<file path="src/rtl/seq_alu_pkg.sv">
// Shared opcode map, FSM state encoding and error bit positions for seq_alu.
// Opcodes 12/13 (MAC/CLRACC) are only decoded when SEQ_ALU_ACCUM_EN is defined.
package seq_alu_pkg;

  localparam logic [3:0] OP_ADD    = 4'd0;
  localparam logic [3:0] OP_SUB    = 4'd1;
  localparam logic [3:0] OP_MUL    = 4'd2;
  localparam logic [3:0] OP_DIV    = 4'd3;
  localparam logic [3:0] OP_MOD    = 4'd4;
  localparam logic [3:0] OP_XOR    = 4'd5;
  localparam logic [3:0] OP_XNOR   = 4'd6;
  localparam logic [3:0] OP_OR     = 4'd7;
  localparam logic [3:0] OP_NOR    = 4'd8;
  localparam logic [3:0] OP_AND    = 4'd9;
  localparam logic [3:0] OP_NAND   = 4'd10;
  localparam logic [3:0] OP_NOT    = 4'd11;
  localparam logic [3:0] OP_MAC    = 4'd12;
  localparam logic [3:0] OP_CLRACC = 4'd13;
  localparam logic [3:0] OP_PRESET = 4'd14;
  localparam logic [3:0] OP_CLEAR  = 4'd15;

  localparam logic [1:0] ST_IDLE = 2'd0;
  localparam logic [1:0] ST_MUL  = 2'd1;
  localparam logic [1:0] ST_DIV  = 2'd2;
  localparam logic [1:0] ST_DONE = 2'd3;

  localparam int ERR_OVF  = 0;
  localparam int ERR_DIV0 = 1;

  function automatic logic is_mul_op(input logic [3:0] op);
`ifdef SEQ_ALU_ACCUM_EN
    return (op == OP_MUL) || (op == OP_MAC);
`else
    return (op == OP_MUL);
`endif
  endfunction

  function automatic logic is_div_op(input logic [3:0] op);
    return (op == OP_DIV) || (op == OP_MOD);
  endfunction

endpackage

</file>
<file path="src/rtl/seq_alu_muldiv.sv">
// Shared iterative datapath: shift-add multiply (mode=0) or restoring divide (mode=1).
// Outputs are the values produced by the current iteration, so done and the result coincide.
module seq_alu_muldiv #(
  parameter int WIDTH = 16
) (
  input  logic                 clk,
  input  logic                 reset,
  input  logic                 start,
  input  logic                 mode,
  input  logic [WIDTH-1:0]     a,
  input  logic [WIDTH-1:0]     b,
  output logic                 done,
  output logic [2*WIDTH-1:0]   product,
  output logic [WIDTH-1:0]     quotient,
  output logic [WIDTH-1:0]     remainder
);

  localparam int CW = $clog2(WIDTH);

  logic               run_reg;
  logic               mode_reg;
  logic [CW-1:0]      cnt_reg;
  logic [2*WIDTH-1:0] acc_reg;
  logic [2*WIDTH-1:0] opb_reg;
  logic [WIDTH-1:0]   opa_reg;
  logic [WIDTH:0]     trial;
  logic [WIDTH:0]     diff;
  logic               qbit;

  // Multiply: opa is the multiplier shifting right, opb the multiplicand shifting left.
  assign product = acc_reg + (opa_reg[0] ? opb_reg : '0);

  // Divide: acc holds the partial remainder, opa shifts dividend out and quotient in.
  assign trial     = {acc_reg[WIDTH-1:0], opa_reg[WIDTH-1]};
  assign diff      = trial - {1'b0, opb_reg[WIDTH-1:0]};
  assign qbit      = ~diff[WIDTH];
  assign remainder = qbit ? diff[WIDTH-1:0] : trial[WIDTH-1:0];
  assign quotient  = {opa_reg[WIDTH-2:0], qbit};

  assign done = run_reg && (cnt_reg == CW'(WIDTH - 1));

  always_ff @(posedge clk) begin
    if (reset) begin
      run_reg  <= 1'b0;
      mode_reg <= 1'b0;
      cnt_reg  <= '0;
      acc_reg  <= '0;
      opa_reg  <= '0;
      opb_reg  <= '0;
    end else if (start) begin
      run_reg  <= 1'b1;
      mode_reg <= mode;
      cnt_reg  <= '0;
      acc_reg  <= '0;
      opa_reg  <= a;
      opb_reg  <= {{WIDTH{1'b0}}, b};
    end else if (run_reg) begin
      cnt_reg <= cnt_reg + CW'(1);
      run_reg <= !done;
      if (mode_reg) begin
        acc_reg <= {{WIDTH{1'b0}}, remainder};
        opa_reg <= quotient;
      end else begin
        acc_reg <= product;
        opa_reg <= opa_reg >> 1;
        opb_reg <= opb_reg << 1;
      end
    end
  end

endmodule

</file>
<file path="src/rtl/seq_alu.sv">
// Registered opcode ALU with valid/ready handshake; MUL/DIV/MOD iterate over WIDTH cycles.
// Define SEQ_ALU_ACCUM_EN to add the MAC/CLRACC accumulator opcodes.
module seq_alu
  import seq_alu_pkg::*;
#(
  parameter int WIDTH = 16
) (
  input  logic                 clk,
  input  logic                 reset,
  input  logic                 in_valid,
  output logic                 in_ready,
  input  logic [WIDTH-1:0]     input_a,
  input  logic [WIDTH-1:0]     input_b,
  input  logic [3:0]           opcode,
  output logic                 out_valid,
  input  logic                 out_ready,
  output logic [2*WIDTH-1:0]   result,
  output logic [1:0]           error,
  output logic                 busy
);

  logic [1:0]         state_reg;
  logic [3:0]         op_reg;
  logic [2*WIDTH-1:0] result_reg;
  logic [1:0]         error_reg;
  logic               accept;
  logic [WIDTH:0]     sum;
  logic [WIDTH:0]     diff;
  logic [2*WIDTH-1:0] op_result;
  logic [1:0]         op_error;
  logic               md_start;
  logic               md_done;
  logic [2*WIDTH-1:0] md_product;
  logic [WIDTH-1:0]   md_quotient;
  logic [WIDTH-1:0]   md_remainder;
`ifdef SEQ_ALU_ACCUM_EN
  logic [2*WIDTH-1:0] acc_reg;
  logic [2*WIDTH-1:0] mac_sum;
  assign mac_sum = acc_reg + md_product;
`endif

  assign in_ready  = (state_reg == ST_IDLE) && !reset;
  assign accept    = in_valid && in_ready;
  assign out_valid = (state_reg == ST_DONE);
  assign busy      = (state_reg == ST_MUL) || (state_reg == ST_DIV);
  assign result    = result_reg;
  assign error     = error_reg;

  assign sum  = {1'b0, input_a} + {1'b0, input_b};
  assign diff = {1'b0, input_a} - {1'b0, input_b};

  always_comb begin
    op_result = '0;
    op_error  = '0;
    case (opcode)
      OP_ADD: begin
        op_result = {{(WIDTH-1){1'b0}}, sum};
        op_error[ERR_OVF] = sum[WIDTH] ^ (input_a[WIDTH-1] ^ input_b[WIDTH-1] ^ sum[WIDTH-1]);
      end
      OP_SUB: begin
        // Subtraction as A + ~B + 1: carry out is the inverted borrow.
        op_result = {{WIDTH{diff[WIDTH]}}, diff[WIDTH-1:0]};
        op_error[ERR_OVF] = ~diff[WIDTH] ^ (input_a[WIDTH-1] ^ ~input_b[WIDTH-1] ^ diff[WIDTH-1]);
      end
      OP_DIV, OP_MOD: op_error[ERR_DIV0] = (input_b == '0);
      OP_XOR:    op_result = {{WIDTH{1'b0}}, input_a ^ input_b};
      OP_XNOR:   op_result = {{WIDTH{1'b0}}, ~(input_a ^ input_b)};
      OP_OR:     op_result = {{WIDTH{1'b0}}, input_a | input_b};
      OP_NOR:    op_result = {{WIDTH{1'b0}}, ~(input_a | input_b)};
      OP_AND:    op_result = {{WIDTH{1'b0}}, input_a & input_b};
      OP_NAND:   op_result = {{WIDTH{1'b0}}, ~(input_a & input_b)};
      OP_NOT:    op_result = {{WIDTH{1'b0}}, ~input_a};
      OP_PRESET: op_result = '1;
      default:   op_result = '0;
    endcase
  end

  assign md_start = accept && (is_mul_op(opcode) || (is_div_op(opcode) && (input_b != '0)));

  seq_alu_muldiv #(.WIDTH(WIDTH)) u_muldiv (
    .clk       (clk),
    .reset     (reset),
    .start     (md_start),
    .mode      (is_div_op(opcode)),
    .a         (input_a),
    .b         (input_b),
    .done      (md_done),
    .product   (md_product),
    .quotient  (md_quotient),
    .remainder (md_remainder)
  );

  always_ff @(posedge clk) begin
    if (reset) begin
      state_reg  <= ST_IDLE;
      op_reg     <= '0;
      result_reg <= '0;
      error_reg  <= '0;
`ifdef SEQ_ALU_ACCUM_EN
      acc_reg    <= '0;
`endif
    end else begin
      case (state_reg)
        ST_IDLE: begin
          if (accept) begin
            op_reg <= opcode;
            if (is_mul_op(opcode)) begin
              state_reg <= ST_MUL;
            end else if (is_div_op(opcode) && (input_b != '0)) begin
              state_reg <= ST_DIV;
            end else begin
              state_reg  <= ST_DONE;
              result_reg <= op_result;
              error_reg  <= op_error;
`ifdef SEQ_ALU_ACCUM_EN
              if (opcode == OP_CLRACC) acc_reg <= '0;
`endif
            end
          end
        end
        ST_MUL: begin
          if (md_done) begin
            state_reg <= ST_DONE;
            error_reg <= '0;
`ifdef SEQ_ALU_ACCUM_EN
            if (op_reg == OP_MAC) begin
              acc_reg    <= mac_sum;
              result_reg <= mac_sum;
            end else begin
              result_reg <= md_product;
            end
`else
            result_reg <= md_product;
`endif
          end
        end
        ST_DIV: begin
          if (md_done) begin
            state_reg  <= ST_DONE;
            error_reg  <= '0;
            result_reg <= {{WIDTH{1'b0}}, (op_reg == OP_MOD) ? md_remainder : md_quotient};
          end
        end
        default: begin
          if (out_ready) state_reg <= ST_IDLE;
        end
      endcase
    end
  end

endmodule

</file>
<file path="config.mk">
export PLATFORM = sky130hd
export DESIGN_NAME = seq_alu
export DESIGN_NICKNAME = d
export VERILOG_FILES = /design/src/rtl/seq_alu_pkg.sv /design/src/rtl/seq_alu_muldiv.sv /design/src/rtl/seq_alu.sv
export SDC_FILE = /design/constraint.sdc
export NUM_CORES = 1
export LEC_CHECK = 0
export ABC_AREA = 1
export CELL_PAD_IN_SITES_DETAIL_PLACEMENT = 1
export CELL_PAD_IN_SITES_GLOBAL_PLACEMENT = 1
export CORE_ASPECT_RATIO = 0.8
export CORE_MARGIN = 5
export CORE_UTILIZATION = 25
export CTS_BUF_LIST = sky130_fd_sc_hd__clkbuf_16
export CTS_CLUSTER_DIAMETER = 80
export DETAILED_ROUTE_END_ITERATION = 6
export PLACE_DENSITY = 0.57
export SLEW_MARGIN = 20
export SYNTH_ARGS = -nofsm -noshare
export SYNTH_HDL_FRONTEND = slang
export SYNTH_SLANG_ARGS = --single-unit
export TNS_END_PERCENT = 10
</file>
<file path="constraint.sdc">
create_clock -name clk -period 3.2 [get_ports clk]
set_input_delay 0.64 -clock clk [delete_from_list [all_inputs] [get_ports clk]]
set_output_delay 0.64 -clock clk [all_outputs]
set_load 0.02 [all_outputs]
</file>
==> flow_metrics.env <==
export IMPL_regArea_um2=2520
export IMPL_p_leak_nw=7.16
export IMPL_synth_area_per_cell_um2=5.80
export IMPL_fillers=6469
export IMPL_seqPwrFrac_pct=28.0
export IMPL_die_h_um=210
export IMPL_setup_worst_path_start_class="flip-flop"
export IMPL_synth_top_area_share_pct=21.0
export IMPL_start_util_pct=25.2
export IMPL_post_route_util_pct=30.8
export IMPL_grt_pass1_vias=14684
export IMPL_setup_tns_ns=0
export IMPL_clk_latency_ns=0.45
export IMPL_hold_class="reg -> reg"
export IMPL_p_comb_share_pct=43.6
export IMPL_intPower_mw=3.96
export IMPL_nets=2432
export IMPL_clkPwrFrac_pct=28.4
export IMPL_path_class="reg -> reg"
export IMPL_cp_max_fo=16
export IMPL_finalCritPeriodShare_pct=93.4
export IMPL_ir_worst_vdd_v=0.000257
export IMPL_clock_path_buffers=2
export IMPL_synth_enable_flop_cells=0
export IMPL_routedWlPerCell_um=19.3
export IMPL_final_cell_mix="nand2_1, inv_1, a21oi_1, nand3_1, o21ai_0"
export IMPL_drc=0
export IMPL_cap_violations=0
export IMPL_layout_drive_gt1_share_pct=7.72
export IMPL_numCtsBuffers=17
export IMPL_diodes=0
export IMPL_relSlewSlack_pct=49.4
export IMPL_critPathArrivalTime_ns=3.36
export IMPL_ys_flop_type="dfxtp_1"
export IMPL_ys_seq_elements=126
export IMPL_holdWs_ns=0.472
export IMPL_period_minus_slack_ns=2.99
export IMPL_setup_viol=0
export IMPL_rsz0062_at_grt="no"
export IMPL_cp_required_ns=3.57
export IMPL_drtIter0Drc=1032
export IMPL_grt_max_degree=48
export IMPL_worst_pin_slew_ns=0.758
export IMPL_layout_commonest_cell="nand2_1"
export IMPL_viasPerCell=4.95
export IMPL_dpl_cell_count=2939
export IMPL_cts_tree="yes"
export IMPL_num_rows=73
export IMPL_io_buffer_count=76
export IMPL_vias=14693
export IMPL_dieArea_um2=54600
export IMPL_ys_async_sr_fraction_pct=0
export IMPL_worst_setup_path_end_kind="flip-flop"
export IMPL_power_density_nw_per_um2=444
export IMPL_postCtsResizedCells=0
export IMPL_cts_hold_buffers=0
export IMPL_finClkSkew_ns=0.0171
export IMPL_timing_fmax_ghz=0.335
export IMPL_antenna_found_initial=2
export IMPL_clock_sinks=126
export IMPL_power_switching_mw=2.81
export IMPL_synthDistinctLibCells=45
export IMPL_netlist_top_cells_area="nand2_1, dfxtp_1, ha_1"
export IMPL_core_um2=49600
export IMPL_hpwl_um=47300
export IMPL_drv_slew=0
export IMPL_status="completed"
export IMPL_yosysWarnings=0
export IMPL_io_pins=77
export IMPL_syn_nets=2304
export IMPL_finalHoldViolations=0
export IMPL_clockRootBuffer="clkbuf_16"
export IMPL_ant_nets=0
export IMPL_grt_pass1_wl_um=87800
export IMPL_htree_num_levels=4
export IMPL_grt_util_all_layers_pct=20.6
export IMPL_area_delta_synth_final_pct=22.1
export IMPL_globalplace_congestion=0.943
export IMPL_firstDrtPassIters=5
export IMPL_final_cells=2969
export IMPL_die_w_um=260
export IMPL_ys_seq_area_share_pct=20.2
export IMPL_grt_overflow_total=0
export IMPL_finalPower_mw=6.77
export IMPL_worst_slack_ns=0.210
export IMPL_placed_area_um2=14700
export IMPL_post_cts_buffers=0
export IMPL_post_place_ws_ns=-0.111
export IMPL_netlist_instances=2155
export IMPL_synth_area_um2=12500
export IMPL_synth_largest_area_cell="nand2_1"
export IMPL_design_area_um2=15300
export IMPL_multi_input_area_um2=8450
export IMPL_routed_wl_um=57200
export IMPL_p_sw_share_pct=41.4
export IMPL_clkTransAtPathRegs_ns=0.06
[Yosys cell counts (2+ instances only)]
cell type    n
nand2_1    698
inv_1      295
a21oi_1    170
nand3_1    170
o21ai_0    140
nor2_1     135
dfxtp_1    126
ha_1       105
clkbuf_1    39
buf_2       34
nor3_1      28
a31oi_1     27
nand3b_1    21
o22ai_1     20
nand4_1     19
o21ai_1     15
o21a_1      12
a21oi_2     10
o211ai_1    10
xor2_1      10
and2_1       7
buf_6        6
a211oi_1     5
inv_2        5
or2_2        5
fa_1         4
o21bai_1     4
xnor2_1      4
and3_1       3
buf_1        3
nor2_2       3
nor4_1       3
o2111ai_1    3
o31ai_1      3
buf_4        2
nand2_2      2
[final cells by class]
class / count / area share (%)
flip-flops and latches: 126 / 16.5
clock inverters: 13 / 0.828
clock buffers: 17 / 2.79
repair buffers: 194 / 11.6
multi-input cells: 1644 / 55.3
well taps: 675 / 5.53
inverters: 300 / 7.38
[path summary, 6_finish.rpt]
check / from / end / slack, ns / cells past startpoint
worst min register to register: u_muldiv.acc_reg[30] / u_muldiv.acc_reg[30] / 0.47 / 2
worst max register to register: u_muldiv.opa_reg[15] / result[7] / 0.21 / 18
worst max-delay path: u_muldiv.opa_reg[15] / result[7] / 0.21 / 18
worst min-delay path: u_muldiv.acc_reg[30] / u_muldiv.acc_reg[30] / 0.47 / 2
[per-layer routing]
layer / track usage [%] / up-vias / part of all wire, %
met5: 0 / - / 0
met4: 4.10 / 0 / 1.4
met3: 3.53 / 42 / 5.5
met2: 29.6 / 316 / 40
met1: 32.0 / 7079 / 53
li1: - / 7256 / -
[worst max-delay path, cell delays in order (launching register included)]
cell     delay [ns]
dfxtp_1        0.33
inv_1          0.16
ha_1           0.30
fa_1           0.48
inv_1          0.09
nand2_1        0.05
nand2_1        0.07
nand3_1        0.10
nand2_1        0.22
nand2_1        0.14
nand2_1        0.10
nand2_1        0.08
nand2_2        0.08
buf_12         0.16
buf_4          0.15
nand2_1        0.05
nand2_1        0.09
o21ai_0        0.08
a21oi_1        0.17
[power by group through the flow]
stage	Combinational, mW	Sequential, mW	Clock [mW]
2_1_floorplan	1.50	2.00	0
3_3_place_gp	2.89	1.93	0
3_5_place_dp	2.93	1.93	0
4_1_cts	2.95	1.90	1.96
5_1_grt	3.22	1.91	2.03
6_report	2.95	1.90	1.92
[cell families after synthesis]
group           count (synthesis)  synth area share, %
simple gates                 1095                 36.4
compound gates                426                 19.0
buf+inv                       385                 12.3
fa+ha+maj                     109                 11.2
flops                         126                 20.2
xor+xnor                       14                0.981
Note: power is estimated with default switching activity, not from simulation.
